$ cat src/rtl/leaf_stream_pkg.sv
// Shared constants and width helpers for the leaf stream FIFO bank.
// Optional stall statistics are enabled by defining LEAF_FIFO_STALL_STATS_EN.
package leaf_stream_pkg;

  localparam int MAX_CH         = 16;
  localparam int STALL_CNT_BITS = 16;

  typedef int occ_width_t;
  typedef logic [STALL_CNT_BITS-1:0] stall_cnt_t;

  // Occupancy needs one extra bit so that a completely full FIFO is representable.
  function automatic occ_width_t occ_width(input occ_width_t depth_bits);
    return depth_bits + 1;
  endfunction

endpackage

$ cat src/rtl/leaf_stream_fifo.sv
// Single elastic FIFO channel with occupancy, freespace credit pulse and
// optional input stall counter (LEAF_FIFO_STALL_STATS_EN).
module leaf_stream_fifo
  import leaf_stream_pkg::*;
#(
  parameter int PAYLOAD_BITS          = 32,
  parameter int DEPTH_BITS            = 4,
  parameter int FREESPACE_UPDATE_SIZE = 8
) (
  input  logic                               clk_user,
  input  logic                               reset,
  input  logic [PAYLOAD_BITS-1:0]            din,
  input  logic                               din_vld,
  output logic                               din_ack,
  output logic [PAYLOAD_BITS-1:0]            dout,
  output logic                               dout_vld,
  input  logic                               dout_ack,
  output logic [occ_width(DEPTH_BITS)-1:0]   occupancy,
  output logic                               credit_pulse,
  output stall_cnt_t                         stall_cnt
);

  localparam int OCC_W = occ_width(DEPTH_BITS);
  localparam int CRD_W = $clog2(FREESPACE_UPDATE_SIZE) + 1;
  localparam logic [OCC_W-1:0] FULL     = OCC_W'(2 ** DEPTH_BITS);
  localparam logic [CRD_W-1:0] CRD_LAST = CRD_W'(FREESPACE_UPDATE_SIZE - 1);

  logic [PAYLOAD_BITS-1:0] mem [2 ** DEPTH_BITS];
  logic [DEPTH_BITS-1:0]   wr_ptr;
  logic [DEPTH_BITS-1:0]   rd_ptr;
  logic [CRD_W-1:0]        crd_cnt;
  logic                    ready;
  logic                    push;
  logic                    pop;

  // ready holds din_ack low until the first edge after reset is released.
  assign din_ack  = ready && (occupancy != FULL);
  assign dout_vld = (occupancy != '0);
  assign dout     = dout_vld ? mem[rd_ptr] : '0;
  assign push     = din_vld && din_ack;
  assign pop      = dout_vld && dout_ack;

  always_ff @(posedge clk_user) begin
    if (push) mem[wr_ptr] <= din;
  end

  always_ff @(posedge clk_user or negedge reset) begin
    if (!reset) begin
      ready     <= 1'b0;
      wr_ptr    <= '0;
      rd_ptr    <= '0;
      occupancy <= '0;
    end else begin
      ready <= 1'b1;
      if (push) wr_ptr <= wr_ptr + DEPTH_BITS'(1);
      if (pop)  rd_ptr <= rd_ptr + DEPTH_BITS'(1);
      case ({push, pop})
        2'b10:   occupancy <= occupancy + OCC_W'(1);
        2'b01:   occupancy <= occupancy - OCC_W'(1);
        default: occupancy <= occupancy;
      endcase
    end
  end

  always_ff @(posedge clk_user or negedge reset) begin
    if (!reset) begin
      crd_cnt      <= '0;
      credit_pulse <= 1'b0;
    end else begin
      credit_pulse <= 1'b0;
      if (pop) begin
        if (crd_cnt == CRD_LAST) begin
          crd_cnt      <= '0;
          credit_pulse <= 1'b1;
        end else begin
          crd_cnt <= crd_cnt + CRD_W'(1);
        end
      end
    end
  end

`ifdef LEAF_FIFO_STALL_STATS_EN
  always_ff @(posedge clk_user or negedge reset) begin
    if (!reset) begin
      stall_cnt <= '0;
    end else if (din_vld && !din_ack && (stall_cnt != '1)) begin
      stall_cnt <= stall_cnt + STALL_CNT_BITS'(1);
    end
  end
`else
  assign stall_cnt = '0;
`endif

endmodule

$ cat src/rtl/leaf_stream_fifo_bank.sv
// Bank of NUM_CH independent leaf_stream_fifo channels; only slices the buses.
// Stall statistics are compiled in when LEAF_FIFO_STALL_STATS_EN is defined.
module leaf_stream_fifo_bank
  import leaf_stream_pkg::*;
#(
  parameter int NUM_CH                = 2,
  parameter int PAYLOAD_BITS          = 32,
  parameter int DEPTH_BITS            = 4,
  parameter int FREESPACE_UPDATE_SIZE = 8
) (
  input  logic                                     clk_user,
  input  logic                                     reset,
  input  logic [NUM_CH*PAYLOAD_BITS-1:0]           din,
  input  logic [NUM_CH-1:0]                        din_vld,
  output logic [NUM_CH-1:0]                        din_ack,
  output logic [NUM_CH*PAYLOAD_BITS-1:0]           dout,
  output logic [NUM_CH-1:0]                        dout_vld,
  input  logic [NUM_CH-1:0]                        dout_ack,
  output logic [NUM_CH*occ_width(DEPTH_BITS)-1:0]  occupancy,
  output logic [NUM_CH-1:0]                        credit_pulse,
  output logic [NUM_CH*STALL_CNT_BITS-1:0]         stall_cnt
);

  localparam int OCC_W = occ_width(DEPTH_BITS);

  for (genvar c = 0; (c < NUM_CH) && (c < MAX_CH); c++) begin : g_ch
    leaf_stream_fifo #(
      .PAYLOAD_BITS         (PAYLOAD_BITS),
      .DEPTH_BITS           (DEPTH_BITS),
      .FREESPACE_UPDATE_SIZE(FREESPACE_UPDATE_SIZE)
    ) u_fifo (
      .clk_user    (clk_user),
      .reset       (reset),
      .din         (din[c*PAYLOAD_BITS +: PAYLOAD_BITS]),
      .din_vld     (din_vld[c]),
      .din_ack     (din_ack[c]),
      .dout        (dout[c*PAYLOAD_BITS +: PAYLOAD_BITS]),
      .dout_vld    (dout_vld[c]),
      .dout_ack    (dout_ack[c]),
      .occupancy   (occupancy[c*OCC_W +: OCC_W]),
      .credit_pulse(credit_pulse[c]),
      .stall_cnt   (stall_cnt[c*STALL_CNT_BITS +: STALL_CNT_BITS])
    );
  end

endmodule

$ cat config.mk
export PLATFORM = sky130hd
export DESIGN_NAME = leaf_stream_fifo_bank
export DESIGN_NICKNAME = d
export VERILOG_FILES = /design/src/rtl/leaf_stream_pkg.sv /design/src/rtl/leaf_stream_fifo.sv /design/src/rtl/leaf_stream_fifo_bank.sv
export SDC_FILE = /design/constraint.sdc
export NUM_CORES = 1
export LEC_CHECK = 0
export ABC_CLOCK_PERIOD_IN_PS = 5400
export CORE_ASPECT_RATIO = 1.4
export CORE_UTILIZATION = 40
export CTS_BUF_LIST = sky130_fd_sc_hd__clkbuf_8
export CTS_CLUSTER_SIZE = 40
export DETAILED_ROUTE_END_ITERATION = 12
export PLACE_DENSITY_LB_ADDON = 0.15
export SKIP_LAST_GASP = 1
export SYNTH_ARGS = -nofsm -noshare
export SYNTH_HDL_FRONTEND = slang
export SYNTH_SLANG_ARGS = --single-unit
$ cat constraint.sdc
create_clock -name clk_user -period 5.4 [get_ports clk_user]
set_clock_uncertainty 0.05 [all_clocks]
set_input_delay 1.08 -clock clk_user [delete_from_list [all_inputs] [get_ports clk_user]]
set_output_delay 1.08 -clock clk_user [all_outputs]
set_load 0.005 [all_outputs]
==> reports/metrics.cfg, run 1 <==
[yosys]
yosys.area_share.simple_pct = 2.50
synth.avg_cell_area_sq_um = 22.4
seq_area_frac_synth_pct = 76.6
yosys.area.top_type_share_pct = 74.4
synthDistinctLibCells = 48
synth_commonest_cells = 1024 x edfxtp_1, 256 x mux4_2, 66 x mux2_2
synth-seq-cells = 1061
synthAdderAreaFrac_pct = 0.605
synth_area_leaders = edfxtp_1 74%, mux4_2 14%, dfrtp_1 2.2%
synthMostInstantiatedCell = edfxtp_1
synth_edf_count = 1024
synth_cells = 1844
synthMuxAreaShare_pct = 15.8
ys_async_sr_fraction_pct = 3.49
yosysWarningCount = 0
synth.cell_area_sq_um = 41300
synth_top_family_by_area = multiplexers
ys.flop_type = edfxtp_1
yosys.area.top_type = edfxtp_1
synth-compound-area-share_pct = 2.02
synth_xor_area_share_pct = 0.530

[power]
p_sw_mw = 6.99
peakVddDrop_mv = 0.253
p_clk_share_pct = 26.5
combPwrFrac_pct = 30.2
p_leak_nw = 15.4
p_seq_share_pct = 43.3
p_per_area_nw_per_um2 = 498
power_mw = 23.7
switching_share_pct = 29.5
p_int_mw = 16.7

[placement]
placed_cells = 3305
place_ws_ps = 1260
routabilityCongestion = 0.740
io_buffers = 149
dpl.hpwl_mm = 56.0

[clock_network]
cts.hold.buffers_added = 0
htreeDepth = 4
cts_buffer_depth = 3
ctsResizeCount = 0
numCtsBuffers = 162
clkTransAtPathRegs_ps = 60
cts_sinks = 1061
post_cts_buffers = 0
cts-root-buf = clkbuf_8
clk_latency_ps = 820
cts_tree = done

[timing]
finalCritPeriodShare_pct = 91.7
slew_headroom_pct = 22.5
report.final.slew_viol_count = 0
grt_setup_unrepaired = false
finalCriticalPeriod_ps = 4950
hold_viol_final = 0
tns_ps = 0
setup-violations-final = 0
setup_ws_ps = 448
max_freq_mhz = 202
worstMarginPinSlew_ps = 1160

[worst_hold_path]
min_path_type = in2async

[floorplanning]
dieArea_sq_um = 105000
fp.dieH_um = 382
die_w_um = 274
core_sq_um = 102000
rows = 139
initial_core_util_pct = 40.4
io_pins = 182

[setup_path]
ff2ff_path_depth = 10
crit_slowest_cell = or4_4
crit_fanout = 16
cp-end-kind = primary output
worstPathRequired_ps = 4270
crit_arrival_ps = 3820
timing.rr.end = g_ch[1].u_fifo.occupancy[4]
start_kind = flop
r2r_slack_ps = 2040
critPathKind = reg2out
cpPeakStageDelay_ps = 620
cp_cell_sequence = or4_4 > o211ai_4 > buf_4 > and2b_1 > a221o_1 > clkdlybuf4s50_1
r2r_start = g_ch[1].u_fifo.occupancy[2]

[cells_and_area]
layout-drive-gt1-share_pct = 28.8
nFillCells = 8544
seq_area_sq_um = 31700
syn_to_final_growth_pct = 15.3
stdcell_count = 3593
nets = 2220
multiInputGateArea_sq_um = 9070
final_util_pct = 46.5

[detailed_routing]
drtIter0Drc = 1328
viasPerCell = 5.39
ant_nets = 0
wire_per_inst_um = 26.9
dr.pass1.iters = 5
drt-total-wl_mm = 96.6
num_vias = 19354
drcViolationCount = 0

[global_route]
grt_usage_pct = 18.8
grt_max_degree = 68
grt_pass1_vias = 20988
grt_overflow = 0
grt_pass1_wl_mm = 141
antenna_found_initial = 6

[flow_run]
drv_cap = 0

[status]
status = finished, final reports clean

[through the flow]
step / cell area [sq um] / hold WS [ps]
final: 47700 / 336
after global routing: 47700 / 334
after CTS: 47700 / 281
after detailed placement: 44600 / 428
after global placement: 44600 / 411
after floorplan: 41500 / 392
[worst max-delay path by stage]
stage	slack, ps	from	end
CTS	310	g_ch[1].u_fifo.rd_ptr[1]	dout[32]
detailed placement	1260	g_ch[1].u_fifo.occupancy[2]	dout[52]
global route	240	g_ch[1].u_fifo.occupancy[2]	dout[52]
global placement	1290	g_ch[1].u_fifo.occupancy[2]	dout[52]
floorplan	1130	din_vld[1]	g_ch[1].u_fifo.mem[3][0]
finish	450	g_ch[1].u_fifo.occupancy[2]	dout[52]
[power groups by stage]
stage / Combinational, mW / Clock [mW] / Sequential [mW]
final: 7.16 / 6.30 / 10.3
after CTS: 7.33 / 6.50 / 10.3
after global placement: 7.26 / 0 / 10.4
after floorplan: 4.72 / 0 / 9.91
after global routing: 7.68 / 6.81 / 10.4
after detailed placement: 7.30 / 0 / 10.5
[state kept, by name (all words and copies together) (netlist names)]
| signal | cells |
|---|---|
| g_ch.u_fifo.credit_pulse | 2 |
| g_ch.u_fifo.rd_ptr | 8 |
| g_ch.u_fifo.ready | 1 |
| g_ch.u_fifo.mem | 1024 |
| g_ch.u_fifo.crd_cnt | 8 |
| g_ch.u_fifo.wr_ptr | 8 |
| g_ch.u_fifo.occupancy | 10 |
[placed cells by master, fill, tap and decap left out, types with 7 or more instances in the layout]
master           Yosys  layout
nand4_1              7       7
o21ai_0              7       7
inv_1               11      58
nor2_1              11       9
ha_1                20      20
dfrtp_1             37      31
buf_4               41      70
clkinv_1             0      43
clkdlybuf4s50_1      0     148
mux4_2             256     256
clkbuf_8             0     173
conb_1               2      33
nor2b_1             64      64
buf_12               0       7
and3_2               0      30
edfxtp_1          1024    1024
nand2_1             31      31
a221o_1             62      62
clkinv_2             0       9
xnor2_1             21      21
mux2_2              66      66
[per-layer routing]
| layer | routed length (um) | vias up | part of all wire (%) | track usage (%) |
|---|---|---|---|---|
| met1 | 37300 | 10375 | 39 | 22.2 |
| met4 | 2560 | 6 | 2.6 | 6.53 |
| li1 | - | 8267 | - | - |
| met5 | 41 | - | 0.042 | 0 |
| met3 | 5030 | 160 | 5.2 | 4.52 |
| met2 | 51700 | 546 | 53 | 33.3 |
[worst max-delay path: cells and delay by family, from the launching register on]
| family | cells | cell delay (ps) |
|---|---|---|
| buffers and inverters | 2 | 800 |
| and+or+nand+nor | 2 | 820 |
| AOI/OAI and AO/OA | 2 | 880 |
| DFF | 1 | 470 |
[logic make-up after synthesis]
| group | after synthesis |
|---|---|
| compound gates | 91 |
| xor+xnor | 25 |
| fa+ha+maj | 20 |
| buf+inv | 146 |
| flops | 1061 |
| mux | 323 |
| other cells | 2 |
| simple gates | 176 |
[cell type report]
type	instances	area share [%]
repair buffers	226	4.52
multi-input cells	668	19.0
flip-flops and latches	1061	66.5
diodes	3	0.0158
well taps	1339	3.52
clock inverters	112	1.33
inverters	11	0.0866
clock buffers	173	5.00
No activity file was read; power rests on OpenSTA's default activity.
==> inputs of run 2 (changes only) <==
- CTS_CLUSTER_DIAMETER: not set -> 40
- SETUP_SLACK_MARGIN: not set -> 0.2
==> run 2 against run 1 <==
  * Cell count is 2.0% lower
  * Sequential share of layout area grew 0.70 points
  * Flip-flop and latch count is the same
  * Wire length shrank 0.75%
  * Total power shrank 2.6%
  * Register-to-register slack about the same
  * Sequential power hardly changed
  * Via count fell by 1.2%
  * Utilization is 0.48 points lower
  * Worst setup slack better by 48 ps
  * Design area fell by 1.0%
  * Clock-buffer cell count shrank 58
  * Critical path type unchanged
  * Critical endpoint unchanged
  * Largest cell class unchanged
==> reports/metrics.cfg, run 2 (synthesized netlist as in run 1, its figures left out) <==
[detailed_routing]
viasPerCell = 5.43  ; +0.79%
num_vias = 19121  ; -1.2%
drt-total-wl_mm = 95.9  ; -0.75%
drcViolationCount = 0  ; unchanged
ant_nets = 0  ; unchanged
wire_per_inst_um = 27.2  ; +1.3%
dr.pass1.iters = 5  ; unchanged
drtIter0Drc = 1336  ; +0.60%

[power]
peakVddDrop_mv = 0.322  ; +28%
p_leak_nw = 14.9  ; -2.9%
p_per_area_nw_per_um2 = 490  ; -1.6%

[setup_path]
cp-end-kind = primary output
ff2ff_path_depth = 10  ; unchanged
worstPathRequired_ps = 4270  ; about the same
r2r_slack_ps = 2030  ; about the same
critPathKind = reg2out
crit_fanout = 16  ; unchanged
start_kind = flop
timing.rr.end = g_ch[1].u_fifo.occupancy[4]
r2r_start = g_ch[1].u_fifo.occupancy[2]
crit_arrival_ps = 3770  ; -50 ps

[clock_network]
cts_buffer_depth = 3  ; unchanged
cts-root-buf = clkbuf_8
numCtsBuffers = 114  ; -30%
cts_sinks = 1061  ; unchanged
htreeDepth = 3  ; -1
post_cts_buffers = 0  ; unchanged
clk_latency_ps = 770  ; -50 ps
cts_tree = done
clkTransAtPathRegs_ps = 100  ; +40 ps
cts.hold.buffers_added = 0  ; unchanged
ctsResizeCount = 0  ; unchanged

[flow_run]
drv_cap = 0  ; unchanged

[global_route]
grt_util_met1_pct = 22.4  ; +0.22 points
grt_pass1_wl_mm = 140  ; -0.81%
met3_usage_pct = 3.31  ; -1.2 points
antenna_found_initial = 5  ; -1
met2_usage_pct = 33.2  ; -0.17 points
grt_max_degree = 68  ; unchanged
grt_pass1_vias = 20610  ; -1.8%
grt_overflow = 0  ; unchanged
grt_usage_pct = 18.6  ; -0.29 points
top_usage_layer = met2

[timing]
report.final.slew_viol_count = 0  ; unchanged
grt_setup_unrepaired = false
finalCritPeriodShare_pct = 90.8  ; -0.88 points
max_freq_mhz = 204  ; +0.97%
finalCriticalPeriod_ps = 4900  ; -47.8 ps
worstMarginPinSlew_ps = 1160  ; -7.21 ps
hold_viol_final = 0  ; unchanged
setup-violations-final = 0  ; unchanged
slew_headroom_pct = 23.0  ; +0.48 points
tns_ps = 0  ; unchanged

[placement]
io_buffers = 149  ; unchanged
routabilityCongestion = 0.740  ; unchanged
dpl.hpwl_mm = 56.0  ; unchanged

[cells_and_area]
final_util_pct = 46.0  ; -0.48 points
largest-register = g_ch.u_fifo.mem
largestRegisters = g_ch.u_fifo.mem: 1024 flops, g_ch.u_fifo.occupancy: 10 flops
final_common_cell = edfxtp_1
syn_to_final_growth_pct = 14.1
layout-drive-gt1-share_pct = 29.9  ; +1.1 points
nets = 2172  ; -2.2%
nFillCells = 8575  ; +0.36%
final_cell_mix = 1024 x edfxtp_1, 256 x mux4_2, 148 x clkdlybuf4s50_1
largest_register_ffs = 1024  ; unchanged

[floorplanning]
die_w_um = 274  ; unchanged
fp.dieH_um = 382  ; unchanged
rows = 139  ; unchanged
initial_core_util_pct = 40.4  ; unchanged
dieArea_sq_um = 105000  ; unchanged
io_pins = 182  ; unchanged
core_sq_um = 102000  ; unchanged

[worst_hold_path]
min_path_type = in2async

[status]
status = finished, final reports clean

[run 2: changes by cell type in the layout (fill, tap and decap cells not counted), sizes merged]
cell / before / now
clkinvlp: 0 / 18
inv: 65 / 54
clkinv: 52 / 33
diode: 3 / 2
clkbuf: 173 / 115
[run 2: cell type report]
type / count / area (sq um) / share of cell area, %
antenna: 2 / 5.00 / 0.0106
clock buffer: 115 / 1580 / 3.36
clock inverter: 100 / 941 / 1.99
inverter: 11 / 41.3 / 0.0875
multi-input combinational: 668 / 9070 / 19.2
sequential: 1061 / 31700 / 67.2
tap: 1339 / 1680 / 3.55
timing repair buffer: 226 / 2150 / 4.56
[run 2: how the worst max path moves through the flow]
stage | from | to | depth (start not counted)
6_report | g_ch[1].u_fifo.occupancy[2] | dout[52] | 6
2_1_floorplan | din_vld[1] | g_ch[1].u_fifo.mem[3][0] | 4
3_5_place_dp | g_ch[1].u_fifo.occupancy[2] | dout[52] | 6
3_3_place_gp | g_ch[1].u_fifo.occupancy[2] | dout[52] | 6
5_1_grt | g_ch[1].u_fifo.occupancy[2] | dout[52] | 6
4_1_cts | g_ch[1].u_fifo.rd_ptr[1] | dout[32] | 5
[run 2: critical path, cell delays in order, from the launching register on]
cell and delay (ps):
dfrtp_1 480, or4_4 620, o211ai_4 600, buf_4 350
and2b_1 210, a221o_1 260, clkdlybuf4s50_1 450
[run 2: stage by stage]
stage | hold WS, ps | worst slack [ps] | power (mW) | std cells | cell area, sq um
after floorplan | 392 | 1130 | 14.6 | 1875 | 41500
after global placement | 411 | 1290 | 17.7 | 3305 | 44600
after detailed placement | 428 | 1260 | 17.8 | 3305 | 44600
after CTS | 325 | 357 | 23.5 | 3520 | 47200
after global routing | 408 | 332 | 24.2 | 3522 | 47200
final | 372 | 496 | 23.1 | 3522 | 47200
[run 2: report_power, final]
| part | internal, mW | switching [mW] |
|---|---|---|
| registers | 9.56 | 0.686 |
| clock network | 2.48 | 3.20 |
| logic | 3.91 | 3.25 |
| total | 16.0 | 7.14 |
[run 2: routing by layer]
layer / vias up / share of wire, %
met5: - / 0.030
met4: 4 / 2.5
met3: 135 / 4.7
met2: 495 / 53
met1: 10318 / 39
li1: 8169 / -
==> inputs of run 3 (changes only) <==
- GPL_TIMING_DRIVEN: not set -> 0
- TNS_END_PERCENT: not set -> 10
==> run 3 against run 2 <==
  * Utilization grew 1.1 points
  * Largest cell class unchanged
  * Total power grew 2.9%
  * First-iteration DRC count grew 5.2%
  * Register-to-register slack lost 260 ps
  * Flip-flop and latch count stayed put
  * Highest routed layer unchanged
  * Maximum frequency shrank 3.9%
==> reports/metrics.cfg, run 3 (synthesized netlist as in run 1, its figures left out) <==
[cells_and_area]
final_common_cell = edfxtp_1
largestRegisters = g_ch.u_fifo.mem: 1024 flops, g_ch.u_fifo.occupancy: 10 flops
largest-register = g_ch.u_fifo.mem
largest_register_ffs = 1024  ; unchanged
final_util_pct = 47.1  ; +1.1 points
nets = 2272  ; +4.6%
final_cell_mix = 1024 x edfxtp_1, 256 x mux4_2, 148 x clkdlybuf4s50_1
syn_to_final_growth_pct = 16.7
layout-drive-gt1-share_pct = 31.5  ; +1.6 points
nFillCells = 8446  ; -1.5%

[timing]
worstMarginPinSlew_ps = 1080  ; -71.2 ps
setup-violations-final = 0  ; unchanged
finalCritPeriodShare_pct = 94.5  ; +3.6 points
max_freq_mhz = 196  ; -3.9%
hold_viol_final = 0  ; unchanged
setup_ws_ps = 300  ; -197 ps
slew_headroom_pct = 27.4  ; +4.4 points
report.final.slew_viol_count = 0  ; unchanged
grt_setup_unrepaired = true
finalCriticalPeriod_ps = 5100  ; +197 ps

[clock_network]
cts-root-buf = clkbuf_8
post_cts_buffers = 0  ; unchanged
clkTransAtPathRegs_ps = 90  ; about the same
numCtsBuffers = 116  ; +1.8%
htreeDepth = 3  ; unchanged
clk_latency_ps = 800  ; +30 ps
cts_tree = done
cts_buffer_depth = 3  ; unchanged
cts_sinks = 1061  ; unchanged

[detailed_routing]
drt-total-wl_mm = 97.2  ; +1.3%
drtIter0Drc = 1406  ; +5.2%
ant_nets = 0  ; unchanged
viasPerCell = 5.37  ; -1.1%
num_vias = 19460  ; +1.8%
wire_per_inst_um = 26.8  ; -1.5%
drcViolationCount = 0  ; unchanged
dr.pass1.iters = 5  ; unchanged

[placement]
place_ws_ps = 636  ; -626 ps
io_buffers = 149  ; unchanged
routabilityCongestion = 0.736  ; -0.58%
dpl.hpwl_mm = 62.6  ; +12%

[setup_path]
crit_arrival_ps = 3970  ; +200 ps
critPathKind = reg2out
crit_fanout = 10  ; -6
r2r_slack_ps = 1770  ; -260 ps
ff2ff_path_depth = 12  ; +2
timing.rr.end = g_ch[0].u_fifo.occupancy[4]
start_kind = flop
worstPathRequired_ps = 4270  ; about the same
r2r_start = g_ch[0].u_fifo.occupancy[1]
endpoint = dout[63]
cp-startpoint = g_ch[1].u_fifo.rd_ptr[3]
cp-end-kind = primary output

[floorplanning]
rows = 139  ; unchanged
die_w_um = 274  ; unchanged
core_sq_um = 102000  ; unchanged
io_pins = 182  ; unchanged
initial_core_util_pct = 40.4  ; unchanged
dieArea_sq_um = 105000  ; unchanged
fp.dieH_um = 382  ; unchanged

[power]
p_int_mw = 16.4  ; +2.7%
combPwrFrac_pct = 33.1  ; +2.1 points
switching_share_pct = 31.0  ; +0.10 points
p_clk_share_pct = 25.7  ; +1.1 points
p_sw_mw = 7.37  ; +3.2%
peakVddDrop_mv = 0.357  ; +11%
p_seq_share_pct = 41.2  ; -3.2 points
power_mw = 23.8  ; +2.9%
p_per_area_nw_per_um2 = 493  ; +0.58%
p_leak_nw = 15.5  ; +3.5%

[worst_hold_path]
whs_path_depth = 1
min_path_type = reg2reg

[status]
status = finished, final reports clean

[global_route]
grt_util_met1_pct = 21.9  ; -0.57 points
met3_usage_pct = 3.46  ; +0.16 points
grt_pass1_vias = 20945  ; +1.6%
grt_max_degree = 36  ; -47%
top_usage_layer = met2
met2_usage_pct = 34.9  ; +1.7 points
grt_pass1_wl_mm = 142  ; +1.4%
antenna_found_initial = 6  ; +1
grt_overflow = 0  ; unchanged
grt_usage_pct = 18.9  ; +0.36 points

[flow_run]
drv_cap = 0  ; unchanged

==> run 3: per-stage QoR <==
stage          setup TNS, ps  hold slack (ps)  cells  instance area (sq um)
2_1_floorplan              0              392   1875                  41500
3_3_place_gp         -175010              418   3363                  44600
3_5_place_dp               0              425   3402                  45400
4_1_cts                    0              451   3623                  48200
5_1_grt                    0              469   3625                  48200
6_report                   0              448   3625                  48200
==> run 3: routing by layer <==
layer,vias up,wire length [um]
met5,-,49
met4,8,2350
met3,155,4850
met2,498,53700
met1,10420,36200
li1,8379,-
==> run 3: power by group through the flow <==
stage,Clock [mW],Combinational (mW),Sequential [mW]
after floorplan,0,4.72,9.91
after global placement,0,7.87,9.97
after detailed placement,0,8.04,9.97
after CTS,6.29,8.09,9.79
after global routing,6.57,8.44,9.84
final,6.10,7.87,9.79
==> run 3: worst min path at each step <==
stage                                   to  slack [ps]                      start
5_1_grt        g_ch[0].u_fifo.credit_pulse         470  g_ch[0].u_fifo.crd_cnt[3]
6_report       g_ch[0].u_fifo.credit_pulse         450  g_ch[0].u_fifo.crd_cnt[3]
2_1_floorplan  g_ch[0].u_fifo.credit_pulse         390  g_ch[0].u_fifo.crd_cnt[3]
3_3_place_gp   g_ch[0].u_fifo.credit_pulse         420  g_ch[0].u_fifo.crd_cnt[3]
3_5_place_dp   g_ch[0].u_fifo.credit_pulse         430  g_ch[0].u_fifo.crd_cnt[3]
4_1_cts        g_ch[0].u_fifo.credit_pulse         450  g_ch[0].u_fifo.crd_cnt[3]
==> run 3: critical path, cell delays in order, from the launching register on <==
cell	delay, ps
dfrtp_1	410
buf_1	570
clkbuf_1	660
mux4_2	410
mux2_2	290
a221o_2	330
clkdlybuf4s50_1	510
==> run 3: what timing repair did <==
action | CTS | global route
gates resized for setup | 26 | 17
hold buffers | 1 | 0
endpoints found under the hold margin | 2 | 0
endpoints found under the setup margin | 63 | 55
gates cloned | 0 | 0
==> run 3: final cells by class <==
cell class / count / area, sq um / share of cell area (%)
antenna: 2 / 5.00 / 0.0104
buffer: 135 / 822 / 1.70
clock buffer: 119 / 1640 / 3.39
clock inverter: 101 / 1150 / 2.38
inverter: 11 / 41.3 / 0.0856
multi-input combinational: 668 / 9020 / 18.7
sequential: 1061 / 31700 / 65.7
tap: 1339 / 1680 / 3.47
timing repair buffer: 189 / 2210 / 4.59
